<file path="src/rtl/mips_pkg.sv">
// Shared MIPS definitions: fetch FSM states, datapath width, reset PC and the
// opcode constants the fetch stage and control unit agree on.
package mips_pkg;
    localparam int INSTR_W = 32;
    localparam logic [INSTR_W-1:0] RESET_PC_DEFAULT = 32'h0000_0000;

    typedef enum logic [1:0] {
        IDLE  = 2'd0,
        FETCH = 2'd1,
        HOLD  = 2'd2
    } fetch_state_t;

    localparam logic [5:0] OP_RTYPE = 6'h00;
    localparam logic [5:0] OP_J     = 6'h02;
    localparam logic [5:0] OP_JAL   = 6'h03;
    localparam logic [5:0] OP_BEQ   = 6'h04;
    localparam logic [5:0] OP_BNE   = 6'h05;
    localparam logic [5:0] OP_ADDI  = 6'h08;
    localparam logic [5:0] OP_LW    = 6'h23;
    localparam logic [5:0] OP_SW    = 6'h2B;
endpackage

</file>
<file path="src/rtl/next_pc_sel.sv">
// Combinational next-PC mux: jump target beats branch target beats PC+4.
module next_pc_sel
    import mips_pkg::*;
(
    input  logic [INSTR_W-1:0] pc_plus4,
    input  logic [15:0]        imm16,
    input  logic [25:0]        jaddr,
    input  logic               pc_src,
    input  logic               jump,
    output logic [INSTR_W-1:0] next_pc
);
    logic [INSTR_W-1:0] br_off;

    always_comb begin
        br_off = {{14{imm16[15]}}, imm16, 2'b00};
        if (jump) begin
            next_pc = {pc_plus4[31:28], jaddr, 2'b00};
        end else if (pc_src) begin
            next_pc = pc_plus4 + br_off;
        end else begin
            next_pc = pc_plus4;
        end
    end
endmodule

</file>
<file path="src/rtl/fetch_unit.sv">
// Instruction fetch stage: PC register, imem req/ack read, instruction
// register with valid/ready handoff to decode.
module fetch_unit
    import mips_pkg::*;
#(
    parameter logic [31:0] RESET_PC = RESET_PC_DEFAULT
) (
    input  logic        clk,
    input  logic        rst_n,
    output logic        imem_req,
    output logic [31:0] imem_addr,
    input  logic        imem_ack,
    input  logic [31:0] imem_rdata,
    output logic [31:0] instr,
    output logic        instr_valid,
    input  logic        instr_ready,
    output logic [31:0] pc,
    output logic [31:0] pc_plus4,
    input  logic        pc_src,
    input  logic        jump,
    input  logic [15:0] imm16,
    input  logic [25:0] jaddr
);
    fetch_state_t state_q, state_d;
    logic [31:0]  pc_q, pc_d;
    logic [31:0]  instr_q, instr_d;
    logic         instr_valid_q, instr_valid_d;
    logic [31:0]  next_pc;
    logic         capture, retire;

    always_ff @(posedge clk) begin
        if (!rst_n) begin
            state_q <= IDLE;
        end else begin
            state_q <= state_d;
        end
    end

    always_comb begin
        state_d = state_q;
        case (state_q)
            IDLE:    state_d = FETCH;
            FETCH:   if (imem_ack) state_d = HOLD;
            HOLD:    if (instr_ready) state_d = FETCH;
            default: state_d = IDLE;
        endcase
    end

    // Acks outside FETCH and retire inputs outside HOLD are dropped here.
    always_comb begin
        imem_req = (state_q == FETCH);
        capture  = (state_q == FETCH) && imem_ack;
        retire   = (state_q == HOLD) && instr_ready;
    end

    next_pc_sel u_next_pc_sel (
        .pc_plus4 (pc_plus4),
        .imm16    (imm16),
        .jaddr    (jaddr),
        .pc_src   (pc_src),
        .jump     (jump),
        .next_pc  (next_pc)
    );

    always_comb begin
        pc_d          = retire ? next_pc : pc_q;
        instr_d       = capture ? imem_rdata : instr_q;
        instr_valid_d = capture | (instr_valid_q & ~retire);
    end

    always_ff @(posedge clk) begin
        if (!rst_n) begin
            pc_q          <= RESET_PC;
            instr_q       <= '0;
            instr_valid_q <= 1'b0;
        end else begin
            pc_q          <= pc_d;
            instr_q       <= instr_d;
            instr_valid_q <= instr_valid_d;
        end
    end

    assign imem_addr   = pc_q;
    assign pc          = pc_q;
    assign pc_plus4    = pc_q + 32'd4;
    assign instr       = instr_q;
    assign instr_valid = instr_valid_q;
endmodule

</file>
<file path="config.mk">
export PLATFORM = sky130hd
export DESIGN_NAME = fetch_unit
export DESIGN_NICKNAME = d
export VERILOG_FILES = /design/src/rtl/mips_pkg.sv /design/src/rtl/next_pc_sel.sv /design/src/rtl/fetch_unit.sv
export SDC_FILE = /design/constraint.sdc
export NUM_CORES = 1
export LEC_CHECK = 0
export BUFFER_PORTS_ARGS = -buffer_cell sky130_fd_sc_hd__buf_4
export CAP_MARGIN = 20
export CORE_MARGIN = 1.5
export CORE_UTILIZATION = 54
export CTS_CLUSTER_DIAMETER = 80
export DETAILED_ROUTE_END_ITERATION = 6
export GPL_ROUTABILITY_DRIVEN = 0
export PLACE_DENSITY = 0.87
export SYNTH_ARGS = -nofsm -noshare
export SYNTH_HDL_FRONTEND = slang
export SYNTH_SLANG_ARGS = --single-unit
export TNS_END_PERCENT = 10
</file>
<file path="constraint.sdc">
create_clock -name clk -period 10.9 [get_ports clk]
set_input_delay 1.635 -clock clk [delete_from_list [all_inputs] [get_ports clk]]
set_output_delay 1.635 -clock clk [all_outputs]
set_load 0.1 [all_outputs]
</file>
## After elaboration in Yosys (flattened, before gate mapping)

Index checks and enable logic that the tools add are counted.

| operators by class | value |
|---|---|
| eq/ne operators | 4 |
| reductions and logical operators | 4 |
| bitwise gates (word level) | 3 |
| muxes and demuxes | 5 |
| add/subtract/negate cells | 2 |

Operator list:

| kind | count |
|---|---|
| $mux W32 | 2 |
| $add A32 B3 Y32 const B | 1 |
| $add A32 B32 Y32 | 1 |
| $pmux W2 S3 | 1 |
| $mux W2 | 2 |
| $eq A2 B1 Y1 const B | 1 |
| $eq A2 B2 Y1 const B | 1 |
| $logic_and A1 B1 Y1 | 2 |
| $logic_not A2 Y1 | 1 |
| $ne A2 B1 Y1 const B | 1 |
| $ne A2 B2 Y1 const B | 1 |
| $reduce_and A2 Y1 | 1 |
| $and A1 B1 Y1 | 1 |
| $not A1 Y1 | 1 |
| $or A1 B1 Y1 | 1 |

| word-level totals | value |
|---|---|
| output and inout bits | 130 |
| register bits after elaboration | 67 |
| input bits | 80 |
| logic and storage cells | 22 |

## Longest topological paths before layout

Gate-level depths: netlist (run 1).

| depth | value |
|---|---|
| depth in word-level cells | 5 |
| mapped depth | 18 |
| gate-level depth less buffers | 17 |

## Cells and area by module

Synthesis (run 1) repeated with hierarchy kept, for this count alone.

| second synthesis, totals | value |
|---|---|
| cells, all modules | 742 |
| area, all modules | 5566.6 um2 |

Modules (own cells, without submodules):

| module | area each (um2) | cells each | times used |
|---|---|---|---|
| fetch_unit | 3367.0 | 418 | 1 |
| next_pc_sel | 2199.6 | 324 | 1 |

## Least setup slack after synthesis (run 1)

No wires, ideal clock.

| timing | value |
|---|---|
| kind | register to register |
| from | register pc_q[4] (netlist: imem_addr[4]) |
| to | register pc_q[29] (netlist: imem_addr[29]) |
| path slack | 4.874 ns |
| cell stages (with the launch flop) | 17 |
| setup time | 0.120 ns |
| data arrival time | 5.906 ns |
| path buffers | 1 |
| period minus slack after synthesis | 6.026 ns |
| cells stage by stage | dfxtp_1 > and2_1 > and3_1 > nand4_2 > nor4b_2 > and4_1 > nand2_1 > xnor2_1 > ha_1 > clkbuf_1 > a21o_1 > a21o_1 > a21oi_1 > o21ai_0 > a22oi_1 > o21ai_0 > o31a_1 |

| between the ends | value |
|---|---|
| word-level cells in the longest chain between the ends | 4 |

Ends and longest elaborated chain:

| item | line | text |
|---|---|---|
| from (decl) | fetch_unit.sv:25 | `logic [31:0] pc_q, pc_d;` |
| from (signal assigned) | fetch_unit.sv:77 | `pc_q <= pc_d;` |
| $add A32 B3 Y32 | fetch_unit.sv:85 | `assign pc_plus4 = pc_q + 32'd4;` |
| via pc_plus4[26] | fetch_unit.sv:18 | `output logic [31:0] pc_plus4,` |
| $add A32 B32 Y32 | next_pc_sel.sv:19 | `next_pc = pc_plus4 + br_off;` |
| $mux W32 | next_pc_sel.sv:18 | `end else if (pc_src) begin` |
| $mux W32 | next_pc_sel.sv:16 | `if (jump) begin` |

The timed path passes the listed nets, and every way through them passes these cells.
A chain may end at the register's enable or synchronous reset.

## Worst setup path after layout (run 1)

| timing | value |
|---|---|
| from | register pc_q[4] (netlist: imem_addr[4]) |
| to | output pc_plus4[28] |

| between the ends | value |
|---|---|
| word-level cells in the longest chain between the ends | 1 |

Ends and longest elaborated chain:

| item | line |
|---|---|
| $add A32 B3 Y32 | fetch_unit.sv:85 |
| to (decl) | fetch_unit.sv:18 |

No other way between the ends.

==> results of run 1 <==
==> area by class of cell <==
class | count | area, sq um
timing repair buffer | 205 | 1550
sequential | 65 | 1300
inverter | 14 | 52.6
clock buffer | 10 | 128
fill | 782 | 2840
clock inverter | 6 | 43.8
multi-input combinational | 574 | 3650
tap | 133 | 166
==> worst max-delay path, cell delays in order (launching register included) <==
cell and delay (ns):
sky130_fd_sc_hd__dfxtp_1 0.47, sky130_fd_sc_hd__and2_1 0.23, sky130_fd_sc_hd__and3_1 0.22, sky130_fd_sc_hd__nand4_2 0.23, sky130_fd_sc_hd__nor4b_2 0.48, sky130_fd_sc_hd__and4_1 0.33
sky130_fd_sc_hd__nand4_1 0.21, sky130_fd_sc_hd__xnor2_1 0.28, sky130_fd_sc_hd__buf_4 0.34
==> layer usage <==
| metal | wire (microns) | track usage, % | up-vias |
|---|---|---|---|
| li1 | - | - | 2770 |
| met1 | 6630 | 37.3 | 2585 |
| met2 | 7480 | 50.1 | 333 |
| met3 | 1680 | 7.12 | 44 |
| met4 | 401 | 13.5 | 0 |
| met5 | 0 | 0 | - |
==> logic make-up after synthesis <==
kind of cell | synth area share, %
buf+inv | 8.37
mux | 2.05
compound gates | 24.5
other cells | 0.0697
fa+ha+maj | 8.74
xor+xnor | 8.30
simple gates | 23.8
flops | 24.2
==> power by group through the flow <==
stage,registers [mW],clock network (mW),logic (mW)
2_1_floorplan,0.315,0,0.114
5_1_grt,0.255,0.202,0.240
6_report,0.253,0.190,0.228
3_5_place_dp,0.259,0,0.226
3_3_place_gp,0.258,0,0.222
4_1_cts,0.253,0.192,0.227
==> final timing paths <==
check | from | endpoint | cells after the start
worst min register to register | instr[19]$_SDFFE_PN0P_ | instr[19]$_SDFFE_PN0P_ | 2
worst max register to register | imem_addr[4]$_SDFFE_PN0P_ | imem_addr[29]$_SDFFE_PN0P_ | 16
worst max-delay path | imem_addr[4]$_SDFFE_PN0P_ | pc_plus4[28] | 8
worst min-delay path | instr[19]$_SDFFE_PN0P_ | instr[19]$_SDFFE_PN0P_ | 2
==> cells in the mapped netlist (9+ instances only) <==
master	n	area (sq um)
sky130_fd_sc_hd__nand2_1	132	495
sky130_fd_sc_hd__dfxtp_1	65	1300
sky130_fd_sc_hd__nor2_1	48	180
sky130_fd_sc_hd__a21boi_0	38	285
sky130_fd_sc_hd__o21ai_0	38	190
sky130_fd_sc_hd__a21oi_1	37	185
sky130_fd_sc_hd__buf_4	36	270
sky130_fd_sc_hd__ha_1	36	450
sky130_fd_sc_hd__xnor2_1	32	280
sky130_fd_sc_hd__clkbuf_1	31	116
sky130_fd_sc_hd__a21o_1	21	158
sky130_fd_sc_hd__nand3_1	20	100
sky130_fd_sc_hd__xor2_1	19	166
sky130_fd_sc_hd__nand4_1	15	93.8
sky130_fd_sc_hd__and2_1	14	87.6
sky130_fd_sc_hd__inv_1	14	52.6
sky130_fd_sc_hd__mux2i_1	11	110
sky130_fd_sc_hd__a211oi_1	10	75.1
sky130_fd_sc_hd__and3_1	9	56.3
==> flip-flops by register name, summed over array words and instances (netlist names) <==
name	cells
instr	32
imem_addr	30
state_q	2
instr_valid	1
==> per-stage QoR <==
stage	power, mW	util, %	instance area, sq um	hold slack (ns)
finish	0.671	70.8	6890	0.468
global route	0.697	70.8	6890	0.486
CTS	0.672	70.8	6890	0.469
detailed placement	0.485	69.1	6720	0.459
global placement	0.480	68.9	6710	0.451
floorplan	0.428	-	5400	0.505
==> results.txt, run 1 <==
- Run status: finished, final reports clean
* Area added between synthesis and finish: 28.0%
- FF-to-FF setup slack: 6.65 ns
- After detailed routing, the number of vias per cell comes to roughly 5.7.
- The tightest min-delay check is of the flop to flop type.
- In this run the power spent charging and discharging nets is 0.277 mW.
* Number of cell rows: 36
- Remaining design rule violation count: 0
- Measured along the y axis, the die boundary spans 103 microns.
* Relative contribution of the clock network to total power: 28.2%
* Most frequent standard cell in the layout excluding fill and tap cells: sky130_fd_sc_hd__buf_4
- Setup TNS after final layout: 0 ns
* Netlist cell types: 62
- Final count of negative-setup-slack endpoints: 0
- Worst-margin pin slew: 0.886 ns
- Combinational logic burns 34.0% of the power.
- After clock tree synthesis, the setup repair step added 0 buffers.
- Worst slew slack as a fraction of its limit: 40.9%
* Die Footprint: ~0.011 sq mm
- TritonCTS built the clock tree.
- Yosys mapped a number of flops with a built-in enable equal to 0.
* Post-cts resize count: 0
- The final hold violation count is 0.
- Entering global routing, the biggest net connects 61 pins.
- In this run the static leakage power is 3.28 nW.
* Share of final-layout standard cells stronger than drive strength 1: 27.3%
- Arrival time of data at the critical path endpoint: 3.15 ns
- STA classifies the critical path startpoint as a flop.
- Dpl cells: between 900 and 1000
* Number of buffers created by CTS: 9
- Of the synthesized area, sequential elements account for 24.2%.
- Worst-path fanout max: 7
- Across all setup checks in the final design, the least slack found is 6.12 ns.
- Count of nets left with antenna violations after detail routing: 0
- The number of antenna diodes in the final layout is 0.
* Mean instance size in the synthesized netlist: 7.50 sq um
* Port Buffers: 203
- In the final design database the tool counted 986 nets.
- 210 I/O pins were placed.
* Type of the worst setup path: flop to output port
- On the final layout, the worst clock skew is roughly 0.0068 ns.
- Wires add up to 16200 microns.
* FF+latch count, synth: 65
- In this run switching power makes up just over 40% of total power.
* All-Layer GR Usage: 30.2%
- Warnings, synthesis: 0
- The internal portion of the total power is 0.394 mW.
- Of all flip-flops after synthesis, the portion carrying an async set or reset was 0%.
- Count of placed standard cells in the final layout, fillers left out: 1007
* Register clock-pin slew on the reported worst setup and hold paths: 0.08 ns
- Initial Utilization: 55.3%
- For this design, the sink count on the clock tree is 65.
- The worst setup path is captured at an output port.
* Routed wire per std cell: 16.1 microns
- Sequential cells burn a little under two fifths of the power.
* H-Tree Level Count: 3
* Syn Inst Count: 718
* Shortest clock period the worst path allows after layout: 4.78 ns
- Die boundary width: 103 microns
- The region available for standard cell placement spans just under 0.01 sq mm.
* Initial detailed-routing violation count: 310
- The most used flip-flop cell after synthesis is sky130_fd_sc_hd__dfxtp_1.
- Required time at the worst-slack endpoint: ~9.3 ns
- Timing analysis after detailed placement gives a worst setup slack of 6.36 ns.
- The HPWL after detailed placement is 12000 microns.
* Initial DRT Pass Iterations: 5
- Max capacitance violation total: 0
* Final Max Slew Viols: 0
- The first global-routing pass estimated 25100 microns of wire.
* Via count: 5732
- IR analysis of the VDD net gives a maximum drop of a little under 100 uV.
- Number of global-route vias before repair: 5364
* Root cell of the clock tree: sky130_fd_sc_hd__clkbuf_8
- In this run the cell area of the synthesized design comes to 0.00538 sq mm.
- Timing would allow up to around 0.21 GHz.
- The worst path uses 43.9% of the clock period.
- Global route overflow: 0
- Clock latency on the worst-skew pair: 0.35 ns
- Buffers inserted to repair hold after CTS numbered 0.
- Number of antenna violations at the first check in global routing: 0
* Setup repair after global routing missed its margin: no
* Power density over the cells: 97.4 mW/mm^2
- Most frequent cells in the layout: sky130_fd_sc_hd__buf_4 (204), sky130_fd_sc_hd__nand2_1 (132), sky130_fd_sc_hd__dfxtp_1 (65)
- Maximum clock path buffer count: 2
No activity file was read; power rests on OpenSTA's default activity.
==> run 2: changes to the inputs <==
CORE_UTILIZATION = 50   (was 54)
PLACE_DENSITY = 0.82   (was 0.87)
clock period = 4.89 ns   (was 10.9 ns; I/O delays follow)
==> run 2 against run 1 <==
Net effect:
- routed wire length grew 1.7%
- critical path depth is 9 higher
- die area is 7.8% higher
- core utilization shrank 1.3 points
- sequential share of layout area decreased by 0.64 points
- sequential power grew 120%
- via count down 0.63%
- total power increased by 130%
- final area grew 4.7%
- largest cell class unchanged
==> results.txt, run 2 (synthesis results as in run 1) <==
- The run finished with clean final reports.
- Final core utilization: 69.6% (-1.3 points)
* Die Footprint: 0.0114 sq mm (+7.8%)
* Setup repair after global routing missed its margin: no
* All-Layer GR Usage: 29.0% (-1.2 points)
* Initial DRT Pass Iterations: 7 (+2)
- STA classifies the critical path endpoint as a flop.
* Post-cts resize count: 0 (unchanged)
- The share of layout cells above drive strength 1 is 31.9% (+4.5 points).
* Number of cell rows: 37 (+2.8%)
* Power density over the cells: 211 mW/mm^2 (+120%)
- Number of global-route vias before repair: 5469 (+2.0%)
- Count of nets left with antenna violations after detail routing: 0 (unchanged)
- The final-report setup violation count was 0 (unchanged).
* Via count: 5696 (-0.63%)
* Final Max Slew Viols: 0 (unchanged)
- Initial Utilization: 51.9% (-3.4 points)
- For the finished layout, the period the worst path requires is 4.21 ns.
- The critical path in this run is classified as flop to flop.
* Maximum number of pins on one net before global-route repair: 61 (unchanged)
- Routed wire per std cell: 16.3 microns (+1.3%)
* Required time at the worst-slack endpoint: 5.14 ns (-4.13 ns)
* H-Tree Level Count: 3 (unchanged)
- The wire length of the first global-routing pass came to 26400 microns (+5.2%).
* Clock Sinks: 65 (unchanged)
- Number of placed I/O pins: 210 (unchanged)
- Die boundary width: 107 microns (+3.8%)
* FF-to-FF setup slack: 0.68 ns (-5.97 ns)
* Arrival time of data at the critical path endpoint: 4.46 ns (+1.31 ns)
- Via-per-instance ratio: 5.63 (-1.0%)
- The clock skew after layout was 0.0158 ns (+0.00894 ns).
- The detailed-route wire length is 16500 microns (+1.7%).
- Number of buffers created by CTS: 9 (unchanged)
* Number of antenna violations at the first check in global routing: 0 (unchanged)
- Area added between synthesis and finish: 34.0%
- The worst-margin pin slew is 0.874 ns (-0.0115 ns).
* Net count, final: 987 (+0.10%)
- The diode insertion count for antenna repair is 0 (unchanged).
* Fmax achieved: 0.238 GHz
- Register clock-pin slew on the reported worst setup and hold paths: 0.09 ns (about the same)
* Clock latency on the worst-skew pair: 0.36 ns (about the same)
* Setup TNS after final layout: 0 ns (unchanged)
* Reported leakage power: 3.46 nW (+5.7%)
- The total global routing overflow is 0 (unchanged).
- The final critical path takes up 86.1% of the cycle.
* Post-cts hold buffer count: 0 (unchanged)
- Most frequent cells in the layout: sky130_fd_sc_hd__buf_4 (205), sky130_fd_sc_hd__nand2_1 (132), sky130_fd_sc_hd__dfxtp_1 (53)
- Flip-flop count of the largest register after layout: 32 (unchanged)
- The floorplan die height is 107 microns (+3.8%).
* Worst-path fanout max: 9 (+2)
- Maximum clock path buffer count: 2 (unchanged)
- The peak ir drop on the vdd network came to 195 uV (+100%).
- The root buffer cell chosen for the clock tree is sky130_fd_sc_hd__clkbuf_8.
- The number of design rule violations left after detail routing came to 0 (unchanged).
- The area of the core is 0.0104 sq mm (+6.6%).
- Class of the tightest hold or removal check: flop to flop
- TritonCTS clock tree: done
- STA classifies the critical path startpoint as a flop.
- Port Buffers: 203 (unchanged)
* Most frequent standard cell in the layout excluding fill and tap cells: sky130_fd_sc_hd__buf_4
* Hold violation count in the final report: 0 (unchanged)
- Worst slew slack as a fraction of its limit: 41.7% (+0.77 points)
- The initial DRC count is 268 (-14%).
- Buffers inserted by post-CTS timing repair: 0 (unchanged)
- The estimated wirelength of the detail-placed design was 12400 microns (+3.7%).
- Max capacitance violation total: 0 (unchanged)
==> run 2: cell types whose count changed in the layout (fill, tap and decap cells not counted), moves of 2 or more <==
cell                         change
sky130_fd_sc_hd__xnor2_1        -17
sky130_fd_sc_hd__dfxtp_1        -12
sky130_fd_sc_hd__dfxtp_2        +12
sky130_fd_sc_hd__xnor2_2        +12
sky130_fd_sc_hd__xor2_1          -9
sky130_fd_sc_hd__xor2_2          +6
sky130_fd_sc_hd__xnor2_4         +5
sky130_fd_sc_hd__clkinv_4        +3
sky130_fd_sc_hd__clkinvlp_4      -3
sky130_fd_sc_hd__xor2_4          +3
sky130_fd_sc_hd__inv_6           +2
==> run 2: cell type report <==
type | instances | area [sq um]
repair buffers | 206 | 1550
fillers | 843 | 3150
clock buffers | 9 | 124
multi-input cells | 574 | 3940
inverters | 14 | 52.6
well taps | 136 | 170
flip-flops and latches | 65 | 1320
clock inverters | 7 | 60.1
==> run 2: routing by layer <==
layer  GRT usage (%)  share of wire (%)  vias to the layer above
met1            35.9                 41                     2601
met2            48.2                 47                      300
li1                -                  -                     2761
met4            10.9                2.0                        0
met3            7.72                 10                       34
met5               0                  0                        -
==> run 2: path summary, 6_finish.rpt <==
kind	from	endpoint	cells after the start
worst max register to register	imem_addr[4]$_SDFFE_PN0P_	imem_addr[31]$_SDFFE_PN0P_	17
worst min register to register	instr[23]$_SDFFE_PN0P_	instr[23]$_SDFFE_PN0P_	2
worst max-delay path	imem_addr[4]$_SDFFE_PN0P_	imem_addr[31]$_SDFFE_PN0P_	17
worst min-delay path	instr[23]$_SDFFE_PN0P_	instr[23]$_SDFFE_PN0P_	2
==> run 2: metrics by stage <==
| stage | hold WS (ns) | instances | cell area, sq um | total power, mW | setup WS (ns) |
|---|---|---|---|---|---|
| CTS | 0.473 | 1011 | 7220 | 1.53 | 0.710 |
| floorplan | 0.505 | 723 | 5700 | 0.960 | 0.0764 |
| detailed placement | 0.460 | 995 | 7030 | 1.09 | 0.739 |
| global route | 0.492 | 1011 | 7220 | 1.58 | 0.428 |
| global placement | 0.451 | 994 | 7020 | 1.08 | 0.908 |
| finish | 0.467 | 1011 | 7220 | 1.52 | 0.681 |
==> run 2: power by group <==
part           leakage, nW  internal (mW)  switching [mW]
logic                 2.84          0.148           0.364
clock network       0.0908          0.192           0.249
registers            0.534          0.548          0.0188
==> run 2: worst max-delay path, cell delays in order (launching register included) <==
cell,delay (ns)
sky130_fd_sc_hd__dfxtp_2,0.42
sky130_fd_sc_hd__and2_1,0.19
sky130_fd_sc_hd__and3_1,0.21
sky130_fd_sc_hd__nand4_2,0.25
sky130_fd_sc_hd__nor4b_2,0.56
sky130_fd_sc_hd__and4_1,0.35
sky130_fd_sc_hd__nand4_1,0.28
sky130_fd_sc_hd__xnor2_4,0.22
sky130_fd_sc_hd__ha_1,0.39
sky130_fd_sc_hd__a21o_1,0.19
sky130_fd_sc_hd__a21o_1,0.18
sky130_fd_sc_hd__a21oi_1,0.15
sky130_fd_sc_hd__nor2_1,0.05
sky130_fd_sc_hd__a21oi_1,0.14
sky130_fd_sc_hd__nor2_1,0.07
sky130_fd_sc_hd__a211oi_2,0.17
sky130_fd_sc_hd__mux2i_1,0.20
sky130_fd_sc_hd__nor2_1,0.07
==> run 3: changes to the inputs <==
RECOVER_POWER = 100   (was not set)
SLEW_MARGIN = 40   (was not set)
==> run 3 against run 2 <==
Net effect:
- the flow now finishes with violations (capacitance limit, slew limit)
- global-route usage up 0.29 points
- combinational power down 5.3%
- sequential share of layout area up 1.4 points
- first-iteration DRC count up 12%
- total power down 0.67%
- fmax down 4.1%
- clock power up 4%
- core utilization down 5.2 points
- cell count about the same
- flip-flop and latch count unchanged
- routed wire length about the same
- critical path type is now flop to output port
- largest cell class unchanged
==> results.txt, run 3 (synthesis results as in run 1) <==
- Run status: finished, violations left
* Violated checks: capacitance limit, slew limit
* Layout filler cell count: 993 (+18%)
* FF-to-FF setup slack: 0.51 ns (-0.17 ns)
- Floorplan core area: 0.0104 sq mm (unchanged)
* Required time at the worst-slack endpoint: 4.16 ns (-0.98 ns)
* Initial detailed-routing violation count: 301 (+12%)
- Logic gate share of total power: 32.1% (-1.6 points)
- The count of input and output buffers came to 203 (unchanged).
* First-pass GRT wire length: 26700 microns (+1.0%)
- The maximum number of pins on one net before global-route repair came to 61 (unchanged).
* Launch point of the critical path: imem_addr[4]$_SDFFE_PN0P_
- Share of the cycle needed by the critical path after routing: 89.8% (+3.7 points)
- Number of antenna violations at the first check in global routing: 0 (unchanged)
- The count of hold buffers inserted by post-cts repair is 0 (unchanged).
* Routed wire per std cell: 16.3 microns (+0.14%)
- The number of sinks on the clock net was 65 (unchanged).
* Wire length on met3: 1630 microns (-3.3%)
- Most frequent standard cell in the layout excluding fill and tap cells: sky130_fd_sc_hd__nand2_1
* FF+latch area: 0.00132 sq mm (about the same)
- The routed length on met1 is 6940 microns (+2.7%).
* Maximum resistive drop on vdd: 211 uV (+8.3%)
- The total global routing overflow was 0 (unchanged).
- The number of primary I/O pins is 210 (unchanged).
- The total power divided by cell area was 226 mW/mm^2 (+7.3%).
- The via count of the first global-routing pass was 5393 (-1.4%).
- The sequential share of power is 37.5% (+0.2 points).
- H-Tree Level Count: 3 (unchanged)
* Antenna Cells: 0 (unchanged)
- The most critical setup path has its endpoint at pc_plus4[26].
- The antenna violation net count after detailed routing came to 0 (unchanged).
- The leakage component of the power is 2.91 nW (-16%).
- The sum of met2 wire segment lengths after detailed routing came to 7520 microns (-2.4%).
* Initial Utilization: 51.9% (unchanged)
- The estimated wirelength of the detail-placed design is 12400 microns (about the same).
- Root cell of the clock tree: sky130_fd_sc_hd__clkbuf_8
- The worst-margin pin slew was 2.33 ns (+1.46 ns).
- The floorplan die height is 107 microns (unchanged).
* Fmax achieved: 0.228 GHz (-4.1%)
- The final hold violation count came to 0 (unchanged).
- The detailed-route via count was 5711 (+0.26%).
- Die boundary width: 107 microns (unchanged)
- Setup TNS after final layout: 0 ns (unchanged)
* Number of buffers created by CTS: 9 (unchanged)
- Remaining design rule violation count: 0 (unchanged)
- Cell Int Power: 0.907 mW (+2.1%)
- Critical Path Source Type: flop
- Setup Skew: 0.0151 ns (-0.000652 ns)
* Number of cell rows: 37 (unchanged)
- The number of gates resized after CTS came to 0 (unchanged).
- Area added between synthesis and finish: 24.1%
- The clock-pin slew of the registers on the worst-case setup and hold paths came to 0.09 ns (about the same).
- Maximum clock path buffer count: 2 (unchanged)
* Setup repair after global routing missed its margin: no
* Arrival time of data at the critical path endpoint: 3.66 ns (-0.80 ns)
* Worst slew slack as a fraction of its limit: -55.4% (-97 points)
- The number of max-cap violations was 1 (+1).
- Cell depth of the worst flop-to-flop path: 16 (-1)
- The final worst hold slack came to 0.469 ns (+0.00163 ns).
* Footprint of the multi-input gates: 0.00387 sq mm (-1.7%)
- Final count of negative-setup-slack endpoints: 0 (unchanged)
- The clock network fraction of design power is 30.4% (+1.4 points).
- The min-delay analysis places its worst path in the category flop to flop.
* Worst flop-to-flop path startpoint: imem_addr[4]$_SDFFE_PN0P_
- The time the worst path needs with I/O delays and setup was 4.39 ns (+0.181 ns).
* CP Capture Type: output port
- Switching part of the total power: 39.9% (-1.7 points)
* Net count, final: 986 (-0.10%)
- Switching pwr: 0.603 mW (-4.6%)
- The floorplan die area was 0.0114 sq mm (unchanged).
* Flip-flop count of the largest register after layout: 32 (unchanged)
* Final Max Slew Viols: 61 (+61)
* Critical register-to-register path endpoint: imem_addr[29]$_SDFFE_PN0P_
* Initial DRT Pass Iterations: 6 (-1)
* Worst-path fanout max: 7 (-2)
* Most frequent cells in the layout: sky130_fd_sc_hd__nand2_1 (132), sky130_fd_sc_hd__clkbuf_1 (122), sky130_fd_sc_hd__buf_4 (82)
- The share of layout cells above drive strength 1 was 16.5% (-15 points).
- Routed wire length: 16500 microns (about the same)
- The worst setup path is of the flop to output port kind.
- The setup fix buffers added after clock tree synthesis was 0 (unchanged).
- Clock latency on the worst-skew pair: 0.35 ns (about the same)
- Via-per-instance ratio: 5.65 (+0.36%)
- TritonCTS clock tree: done
* All-Layer GR Usage: 29.3% (+0.29 points)
- The detailed router used layers up to and including met4.
## run 3: layout make-up
type / instances / area share [%]
clock buffer: 11 / 1.97
timing repair buffer: 205 / 16.2
sequential: 65 / 19.7
inverter: 14 / 0.787
tap: 136 / 2.55
clock inverter: 5 / 0.843
multi-input combinational: 574 / 58.0
## run 3: critical path, stage by stage (launching register included)
cell	delay [ns]
sky130_fd_sc_hd__dfxtp_2	0.40
sky130_fd_sc_hd__and2_1	0.18
sky130_fd_sc_hd__and3_1	0.19
sky130_fd_sc_hd__nand4_1	0.34
sky130_fd_sc_hd__nor4b_2	0.60
sky130_fd_sc_hd__and4_1	0.35
sky130_fd_sc_hd__nand2_1	0.16
sky130_fd_sc_hd__xnor2_4	0.19
sky130_fd_sc_hd__clkbuf_1	0.89
## run 3: power groups by stage
stage / registers [mW] / clock network [mW] / logic [mW]
after floorplan: 0.704 / 0 / 0.256
after global placement: 0.578 / 0 / 0.500
after detailed placement: 0.579 / 0 / 0.506
after CTS: 0.568 / 0.465 / 0.508
after global routing: 0.570 / 0.489 / 0.513
final: 0.567 / 0.459 / 0.485
## run 3: metal layers
layer | up-vias | GRT usage [%]
li1 | 2763 | -
met1 | 2628 | 38.2
met2 | 285 | 47.8
met3 | 35 | 6.75
met4 | 0 | 9.43
met5 | - | 0
## run 3: worst min-delay path by stage
stage,startpoint,endpoint,depth (start not counted)
after floorplan,state_q[1]$_SDFFE_PN0P_,state_q[1]$_SDFFE_PN0P_,2
after global placement,instr[24]$_SDFFE_PN0P_,instr[24]$_SDFFE_PN0P_,2
after detailed placement,instr[19]$_SDFFE_PN0P_,instr[19]$_SDFFE_PN0P_,2
after CTS,instr[5]$_SDFFE_PN0P_,instr[5]$_SDFFE_PN0P_,2
after global routing,instr[8]$_SDFFE_PN0P_,instr[8]$_SDFFE_PN0P_,2
final,instr[5]$_SDFFE_PN0P_,instr[5]$_SDFFE_PN0P_,2
## run 3: through the flow
step | area [sq um] | power (mW) | std cells | utilization [%] | setup slack [ns]
after floorplan | 5700 | 0.960 | 723 | - | 0.0764
after CTS | 7210 | 1.54 | 1010 | 69.5 | 0.730
after global routing | 6680 | 1.57 | 1010 | 64.4 | 0.243
after detailed placement | 7020 | 1.09 | 994 | 67.7 | 0.764
final | 6680 | 1.51 | 1010 | 64.4 | 0.500
after global placement | 7020 | 1.08 | 994 | 67.7 | 0.908
